**src/rtl/rv32_pkg.sv**
```systemverilog
// rv32_pkg: ALUSel codes, R-type field constants, FSM states and the R-type encode/legality helpers
package rv32_pkg;
  localparam logic [3:0] ALU_ADD = 4'd0, ALU_SUB = 4'd1, ALU_SLL = 4'd2, ALU_SLT = 4'd3, ALU_SLTU = 4'd4;
  localparam logic [3:0] ALU_XOR = 4'd5, ALU_SRL = 4'd6, ALU_SRA = 4'd7, ALU_OR = 4'd8, ALU_AND = 4'd9;
  localparam logic [6:0] OPCODE_OP = 7'b0110011;
  localparam logic [2:0] F3_ADD_SUB = 3'b000, F3_SLL = 3'b001, F3_SLT = 3'b010, F3_SLTU = 3'b011;
  localparam logic [2:0] F3_XOR = 3'b100, F3_SRL_SRA = 3'b101, F3_OR = 3'b110, F3_AND = 3'b111;
  localparam logic [6:0] F7_BASE = 7'b0000000, F7_ALT = 7'b0100000;
  localparam logic [31:0] NOP_WORD = 32'h0000_0013;
  typedef enum logic [1:0] {IDLE, LOAD, DRAIN, TERM} state_e;
  function automatic logic op_legal(input logic [3:0] op);
    return op <= ALU_AND;
  endfunction
  function automatic logic [31:0] encode(input logic [3:0] op, input logic [4:0] rd, input logic [4:0] rs1,
                                         input logic [4:0] rs2);
    logic [2:0] f3;
    logic [6:0] f7;
    f3 = op == ALU_SLL  ? F3_SLL  :
         op == ALU_SLT  ? F3_SLT  :
         op == ALU_SLTU ? F3_SLTU :
         op == ALU_XOR  ? F3_XOR  :
         (op == ALU_SRL || op == ALU_SRA) ? F3_SRL_SRA :
         op == ALU_OR   ? F3_OR   :
         op == ALU_AND  ? F3_AND  : F3_ADD_SUB;
    f7 = (op == ALU_SUB || op == ALU_SRA) ? F7_ALT : F7_BASE;
    return {f7, rs2, rs1, f3, rd, OPCODE_OP};
  endfunction
endpackage

```
**src/rtl/rv32_sync_fifo.sv**
```systemverilog
// rv32_sync_fifo: W-bit x DEPTH sync FIFO; ports i_clk, i_rst_n, i_push/i_data, i_pop/o_data(head), o_full, o_empty
module rv32_sync_fifo #(
  parameter int W = 32,
  parameter int DEPTH = 4
) (
  input  logic         i_clk,
  input  logic         i_rst_n,
  input  logic         i_push,
  input  logic [W-1:0] i_data,
  input  logic         i_pop,
  output logic [W-1:0] o_data,
  output logic         o_full,
  output logic         o_empty
);
  localparam int PW = $clog2(DEPTH);
  logic [PW:0] wr_q, wr_d, rd_q, rd_d;
  logic [W-1:0] mem_q [DEPTH];
  logic [W-1:0] mem_d [DEPTH];
  logic push_ok, pop_ok;
  assign o_empty = wr_q == rd_q;
  assign o_full = (wr_q[PW] != rd_q[PW]) && (wr_q[PW-1:0] == rd_q[PW-1:0]);
  assign o_data = mem_q[rd_q[PW-1:0]];
  assign push_ok = i_push && !o_full;
  assign pop_ok = i_pop && !o_empty;
  always_comb begin
    mem_d = mem_q;
    wr_d = wr_q + (PW+1)'(push_ok);
    rd_d = rd_q + (PW+1)'(pop_ok);
    if (push_ok) mem_d[wr_q[PW-1:0]] = i_data;
  end
  always_ff @(posedge i_clk) begin
    mem_q <= mem_d;
    if (!i_rst_n) begin
      wr_q <= '0;
      rd_q <= '0;
    end else begin
      wr_q <= wr_d;
      rd_q <= rd_d;
    end
  end
endmodule

```
**src/rtl/rv32_rtype_encoder.sv**
```systemverilog
// rv32_rtype_encoder: ALU requests (i_valid/o_ready, i_op, i_rd/i_rs1/i_rs2, i_last) -> R-type words written to imem (o_mem_we/addr/wdata, i_mem_ready); status o_busy/o_done/o_count/o_err; RV32_ENC_ILLEGAL_TRAP_EN drops ops > 9 and sets o_err
module rv32_rtype_encoder
  import rv32_pkg::*;
#(
  parameter int          AW = 10,
  parameter int          DEPTH = 4,
  parameter int unsigned BASE_ADDR = 0,
  parameter bit          TERMINATE = 1'b1
) (
  input  logic          i_clk,
  input  logic          i_rst_n,
  input  logic          i_start,
  input  logic          i_valid,
  output logic          o_ready,
  input  logic [3:0]    i_op,
  input  logic [4:0]    i_rd,
  input  logic [4:0]    i_rs1,
  input  logic [4:0]    i_rs2,
  input  logic          i_last,
  output logic          o_mem_we,
  output logic [AW-1:0] o_mem_addr,
  output logic [31:0]   o_mem_wdata,
  input  logic          i_mem_ready,
  output logic          o_busy,
  output logic          o_done,
  output logic [AW-3:0] o_count,
  output logic          o_err
);
  localparam int CW = AW - 2;
  state_e state_q, state_d;
  logic [AW-1:0] addr_q, addr_d;
  logic [CW-1:0] count_q, count_d;
  logic done_q, done_d;
  logic fifo_full, fifo_empty, accept, legal, streaming, wr_ok;
  logic [31:0] head;
  assign streaming = state_q == LOAD || state_q == DRAIN;
  assign o_ready = state_q == LOAD && !fifo_full;
  assign accept = i_valid && o_ready;
  assign o_mem_we = (streaming && !fifo_empty) || state_q == TERM;
  assign wr_ok = o_mem_we && i_mem_ready;
  assign o_mem_addr = o_mem_we ? addr_q : '0;
  assign o_mem_wdata = state_q == TERM ? NOP_WORD : (o_mem_we ? head : '0);
  assign o_busy = state_q != IDLE;
  assign o_done = done_q;
  assign o_count = count_q;
`ifdef RV32_ENC_ILLEGAL_TRAP_EN
  logic err_q, err_d;
  assign legal = op_legal(i_op);
  assign err_d = err_q || (accept && !legal);
  assign o_err = err_q;
  always_ff @(posedge i_clk) err_q <= i_rst_n ? err_d : 1'b0;
`else
  assign legal = 1'b1;
  assign o_err = 1'b0;
`endif
  rv32_sync_fifo #(.W(32), .DEPTH(DEPTH)) u_fifo (
    .i_clk  (i_clk),
    .i_rst_n(i_rst_n),
    .i_push (accept && legal),
    .i_data (encode(i_op, i_rd, i_rs1, i_rs2)),
    .i_pop  (streaming && wr_ok),
    .o_data (head),
    .o_full (fifo_full),
    .o_empty(fifo_empty)
  );
  always_comb begin
    state_d = state_q;
    addr_d = wr_ok ? addr_q + AW'(4) : addr_q;
    count_d = wr_ok ? count_q + CW'(1) : count_q;
    done_d = 1'b0;
    if (state_q == IDLE && i_start) begin
      state_d = LOAD;
      addr_d = AW'(BASE_ADDR);
      count_d = '0;
    end
    if (state_q == LOAD && accept && i_last) state_d = DRAIN;
    if (state_q == DRAIN && fifo_empty) begin
      state_d = TERMINATE ? TERM : IDLE;
      done_d = !TERMINATE;
    end
    if (state_q == TERM && i_mem_ready) begin
      state_d = IDLE;
      done_d = 1'b1;
    end
  end
  always_ff @(posedge i_clk) begin
    if (!i_rst_n) begin
      state_q <= IDLE;
      addr_q <= AW'(BASE_ADDR);
      count_q <= '0;
      done_q <= 1'b0;
    end else begin
      state_q <= state_d;
      addr_q <= addr_d;
      count_q <= count_d;
      done_q <= done_d;
    end
  end
endmodule

```
**config.mk**
```make
export PLATFORM = sky130hd
export DESIGN_NAME = rv32_rtype_encoder
export DESIGN_NICKNAME = d
export VERILOG_FILES = /design/src/rtl/rv32_pkg.sv /design/src/rtl/rv32_sync_fifo.sv /design/src/rtl/rv32_rtype_encoder.sv
export SDC_FILE = /design/constraint.sdc
export NUM_CORES = 1
export LEC_CHECK = 0
export ABC_AREA = 1
export BUFFER_PORTS_ARGS = -buffer_cell sky130_fd_sc_hd__buf_2
export CORE_UTILIZATION = 50
export CTS_CLUSTER_DIAMETER = 120
export DETAILED_ROUTE_END_ITERATION = 8
export PLACE_DENSITY = 0.81
export RECOVER_POWER = 100
export SYNTH_ARGS = -nofsm -noshare
export SYNTH_HDL_FRONTEND = slang
export SYNTH_SLANG_ARGS = --single-unit
```
**constraint.sdc**
```tcl
create_clock -name i_clk -period 4.68 [get_ports i_clk]
set_input_delay 0.234 -clock i_clk [delete_from_list [all_inputs] [get_ports i_clk]]
set_output_delay 0.234 -clock i_clk [all_outputs]
set_load 0.02 [all_outputs]
```
## After elaboration in Yosys (flattened, before gate mapping)

Index checks and enable logic that the tools add are counted.

| word-level totals | value |
|---|---|
| flip-flop bits (word level) | 155 |
| input bits | 25 |
| output and inout bits | 55 |

| cells by class | value |
|---|---|
| add/subtract/negate cells | 4 |
| magnitude comparators | 3 |
| eq/ne operators | 15 |
| mux-type cells | 21 |
| bitwise logic cells | 3 |
| reduce and logical (&&, ||, !) cells | 25 |

Operator list:

| cell | count |
|---|---|
| two-way mux 32 bit | 5 |
| bitwise mux 128 bit | 1 |
| binary-select mux 32 bit (select 2 bit) | 1 |
| demux 32 bit (select 2 bit) | 1 |
| two-way mux 3 bit | 7 |
| equality test 4 x 3 -> 1 bit, second input constant | 4 |
| logical AND 1 bit | 14 |
| adder 10 x 3 -> 10 bit, second input constant | 1 |
| two-way mux 10 bit | 1 |
| adder 8 x 1 -> 8 bit, second input constant | 1 |
| equality test 4 x 2 -> 1 bit, second input constant | 2 |
| equality test 4 bit, second input constant | 2 |
| adder 3 x 1 -> 3 bit | 2 |
| greater-or-equal comparator 3 bit, second input constant | 2 |
| two-way mux 2 bit | 3 |
| two-way mux 6 bit | 1 |
| inverter 2 -> 3 bit | 2 |
| equality test 2 bit, second input constant | 2 |
| equality test 4 x 1 -> 1 bit, second input constant | 1 |
| logical OR 1 bit | 4 |
| OR reduction 2 bit | 2 |
| equality test 3 bit | 1 |
| less-than comparator 3 x 1 -> 1 bit, second input constant | 1 |
| nonzero test 3 bit | 1 |
| 8 further kinds | 9 |

## Longest topological paths before layout

| depth | value |
|---|---|
| depth after elaboration | 9 |
| mapped depth | 13 |

## Hierarchy

From an unflattened synthesis, not the netlist that was laid out.

| unflattened totals | value |
|---|---|
| cell total of the unflattened synthesis | 619 |
| area total of the unflattened synthesis | 6,582.6 sq um |

Modules (own cells, without submodules):

| module | times used | cells an instance | area an instance (sq um) | sequential area each (sq um) |
|---|---|---|---|---|
| rv32_sync_fifo | 1 | 363 | 5,134.9 | 3,963.8 |
| rv32_rtype_encoder | 1 | 256 | 1,447.6 | 380.4 |

## Least setup slack after synthesis

Ideal clock, no wire load.

| timing path | value |
|---|---|
| kind | register to register |
| start point | register u_fifo.wr_q[0] |
| end point | register u_fifo.mem_q[103] (netlist name) (enable) |
| data arrival time | 2,356 ps |
| required time | 4,261 ps |
| setup slack | 1,905 ps |
| stages on the path, launching flop included | 9 |
| buffers on the path | 0 |
| period minus slack after synthesis | 2,775 ps |
| cells stage by stage | dfxtp_1 inv_1 nand2_1 nand2_2 nand3_1 nand2_1 inv_1 nand2_1 nor3_1 |

| between the ends | value |
|---|---|
| cells in the longest elaborated chain, start to end | 6 |

Ends and longest elaborated chain:

| element | line | RTL |
|---|---|---|
| start, declared | rv32_sync_fifo.sv:16 | `logic [PW:0] wr_q, wr_d, rd_q, rd_d;` |
| start signal, assigned | rv32_sync_fifo.sv:37 | `wr_q <= wr_d;` |
| equality test 2 bit | rv32_sync_fifo.sv:21 | `assign o_full = (wr_q[PW] != rd_q[PW]) && (wr_q[PW-1:0] == rd_q[PW-1:0]);` |
| logical AND 1 bit | rv32_sync_fifo.sv:21 |  |
| logical NOT 1 bit | rv32_rtype_encoder.sv:37 | `assign o_ready = state_q == LOAD && !fifo_full;` |
| logical AND 1 bit | rv32_rtype_encoder.sv:37 |  |
| via o_ready | rv32_rtype_encoder.sv:14 | `output logic o_ready,` |
| logical AND 1 bit | rv32_rtype_encoder.sv:38 | `assign accept = i_valid && o_ready;` |
| logical AND 1 bit | rv32_sync_fifo.sv:23 | `assign push_ok = i_push && !o_full;` |
| end signal, assigned | rv32_sync_fifo.sv:32 | `mem_q <= mem_d;` |
| end, declared | rv32_sync_fifo.sv:17 | `logic [W-1:0] mem_q [DEPTH];` |

The timed path passes the listed nets, and every way through them passes these cells.
A chain may end at the register's enable or synchronous reset.

## Final worst setup path

| timing path | value |
|---|---|
| start point | register u_fifo.rd_q[0] |
| end point | register u_fifo.mem_q[113] (netlist name) (enable) |

| between the ends | value |
|---|---|
| cells in the longest elaborated chain, start to end | 6 |

Ends and longest elaborated chain:

| element | line | RTL |
|---|---|---|
| start, declared | rv32_sync_fifo.sv:16 |  |
| start signal, assigned | rv32_sync_fifo.sv:38 | `rd_q <= rd_d;` |
| equality test 2 bit * | rv32_sync_fifo.sv:21 |  |
| logical AND 1 bit * | rv32_sync_fifo.sv:21 |  |
| logical NOT 1 bit * | rv32_sync_fifo.sv:23, rv32_rtype_encoder.sv:37 |  |
| logical AND 1 bit | rv32_rtype_encoder.sv:37 |  |
| logical AND 1 bit | rv32_rtype_encoder.sv:38 |  |
| logical AND 1 bit * | rv32_sync_fifo.sv:23 |  |

Mark *: on every way between the ends. The rest lies on a longest branch, timed or not.

==> flow_metrics.env <==
export IMPL_internal_power_mw=1.22
export IMPL_cts_tree="done"
export IMPL_p_total_mw=1.65
export IMPL_synth_avg_cell_area_um2=9.83
export IMPL_crit_chain="inv_1 -> nand2_1 -> nand2_1 -> nand3_1 -> nand2_1 -> inv_1 -> nand2_1 -> nor3_1 -> clkbuf_1"
export IMPL_dp_cells=641
export IMPL_portBuffers=67
export IMPL_p_comb_frac=0.100
export IMPL_wire_per_inst_um=14.4
export IMPL_synth_async_reset_ratio=0
export IMPL_pre_cts_slack_ns=1.92
export IMPL_clk_latency_ns=0.36
export IMPL_clk_pin_slew_ns=0.09
export IMPL_synth_top_area_cell="edfxtp_1"
export IMPL_hp_class="input pin to flip-flop"
export IMPL_die_area_um2=9790
export IMPL_final_min_clock_period_ns=3.46
export IMPL_syn_area_um2=4700
export IMPL_stdcell_count=657
export IMPL_drive_above_1_share=0.0806
export IMPL_drt_met1_wl_mm=4.04
export IMPL_grt_pass1_vias=3365
export IMPL_cp_num_buf_inv=3
export IMPL_finish_instance_area_um2=5060
export IMPL_antenna_found_initial=0
export IMPL_grt_setup_unrepaired="no"
export IMPL_drcViolationCount=0
export IMPL_hold_viol=0
export IMPL_diodes=0
export IMPL_rows=35
export IMPL_fmax_ghz=0.289
export IMPL_grt_max_degree=39
export IMPL_wirelength_mm=9.44
export IMPL_synth_seq_cells=101
export IMPL_wl_met3_um=545
export IMPL_initial_core_util=0.513
export IMPL_die_h_um=98.9
export IMPL_cpMaxStageDelayCell="nor3_1"
export IMPL_core_um2=9150
export IMPL_cts_buffers_inserted=9
export IMPL_synth_commonest_cells="95 x nor2_1, 76 x edfxtp_1, 56 x nand2_1"
export IMPL_worstMarginPinSlew_ns=1.24
export IMPL_p_sw_frac=0.263
export IMPL_syn2layout_area_growth_pct=7.75
export IMPL_drv_slew=0
export IMPL_grt_overflow=0
export IMPL_crit_path_max_fanout=22
export IMPL_crit_path_end_kind="flip-flop"
export IMPL_routed_via_density=5.19
export IMPL_synthFlopType="edfxtp_1"
export IMPL_drt_iter0_drc=143
export IMPL_cts_resized=0
export IMPL_met2WireLength_mm=4.72
export IMPL_drt_antenna_violating_nets=0
export IMPL_outcome="finished clean"
export IMPL_io_pins=80
export IMPL_die_w_um=98.9
export IMPL_grt_pass1_wl_mm=15.3
export IMPL_required_ns=4.67
export IMPL_reg2reg_slack_ns=1.22
export IMPL_yosys_top_cells_area="edfxtp_1 49%, dfxtp_1 11%, nor2_1 7.6%"
export IMPL_p_leak_nw=1.89
export IMPL_synth_cells=478
export IMPL_vdd_ir_drop_max_mv=0.141
export IMPL_ys_seq_area_frac=0.592
export IMPL_vias=3407
export IMPL_whs_ns=0.146
export IMPL_crit_family="simple AND/OR/NAND/NOR gates"
export IMPL_final_core_util=0.553
export IMPL_yosysMostFrequentCell="nor2_1"
export IMPL_place_area_um2=5070
export IMPL_drt_pass1_iterations=4
export IMPL_finalSetupViolations=0
export IMPL_p_sw_mw=0.434
export IMPL_seqPwrFrac=0.602
export IMPL_cts_setup_buffers=0
export IMPL_cts_root_buf="clkbuf_8"
export IMPL_maxCapViolCount=0
export IMPL_cts_sinks=101
export IMPL_h_tree_depth=3
export IMPL_final_nets=576
export IMPL_skew_ns=0.00829
export IMPL_tns_ns=0
export IMPL_synth_top_area_share=0.486
export IMPL_worstPathArrival_ns=3.46
export IMPL_crit_type="flip-flop to flip-flop"
export IMPL_netlist_cell_type_count=31
export IMPL_grt_use_total=0.202
export IMPL_p_per_area_nw_per_um2=327
export IMPL_worst_slack_ns=1.22
export IMPL_fillers=816
export IMPL_clockBufferDepth=2
export IMPL_top_layer_used="met4"
export IMPL_globalplace_congestion=0.801
export IMPL_hpwl_mm=6.39
export IMPL_synth_warnings=0
export IMPL_max_stage_delay_ns=0.96
export IMPL_cp_start_kind="flip-flop"
export IMPL_p_clk_frac=0.299
export IMPL_fin_crit_sh=0.740
export IMPL_postCtsHoldBufs=0
export IMPL_cpMostUsedCell="nand2_1"
export IMPL_maxSlewHeadroom=0.164
export IMPL_synth_edff_count=76
[power groups by stage]
stage	combinational [mW]	sequential (mW)	clock [mW]
2_1_floorplan	0.139	1.01	0
3_3_place_gp	0.178	1.01	0
3_5_place_dp	0.183	1.01	0
4_1_cts	0.184	0.994	0.504
5_1_grt	0.185	0.997	0.541
6_report	0.165	0.994	0.494
[cell type report]
type	instances	area, um^2	share of cell area
flip-flops and latches	101	2780	0.550
multi-input cells	314	1510	0.299
repair buffers	74	302	0.0596
inverters	41	154	0.0304
well taps	111	139	0.0274
clock buffers	9	124	0.0245
clock inverters	7	47.5	0.00939
[registers in the layout (all words and copies together) (netlist names)]
name          count
addr_q            8
o_count           8
o_done            1
state_q           2
u_fifo.mem_q     76
u_fifo.rd_q       3
u_fifo.wr_q       3
[cell families after synthesis]
| group | count (synthesis) | share of synthesized area |
|---|---|---|
| buf+inv | 74 | 0.0786 |
| flops | 101 | 0.592 |
| xor+xnor | 8 | 0.0149 |
| compound gates | 82 | 0.0970 |
| simple gates | 202 | 0.190 |
| fa+ha+maj | 10 | 0.0266 |
| other cells | 1 | 0.000798 |
[path summary, 6_finish.rpt]
path | start | to | depth (start not counted)
min | i_rs2[2] | u_fifo.mem_q[22] | 1
min reg2reg | addr_q[9] | addr_q[9] | 2
max | u_fifo.rd_q[0] | u_fifo.mem_q[113] | 9
max reg2reg | u_fifo.rd_q[0] | u_fifo.mem_q[113] | 9
[cell usage in the layout (no fill, tap or decap), types with 2 or more instances in the layout]
cell       n
a21oi_2    3
nor3_1     5
nor2_1    95
clkbuf_8   9
ha_1      10
conb_1    12
dfxtp_1   25
nand2_2   10
a21oi_1   34
nand3_1   25
inv_1     40
clkinv_2   2
nand2_1   60
buf_2     10
inv_6      2
xor2_1     6
inv_4      2
edfxtp_1  76
xnor2_1    2
clkbuf_1  61
buf_4      3
nand4_1    5
o21ai_0   42
[metal layers]
metal / vias up / track usage
li1: 1692 / -
met1: 1606 / 0.247
met2: 97 / 0.341
met3: 12 / 0.0496
met4: 0 / 0.0896
met5: - / 0
[worst reg2reg max path, delay by kind of cell, from the launching register on]
| family | cells | cell delay, ns |
|---|---|---|
| DFF | 1 | 0.81 |
| buffers and inverters | 3 | 0.86 |
| and+or+nand+nor | 6 | 1.42 |
Note: power is estimated with default switching activity, not from simulation.
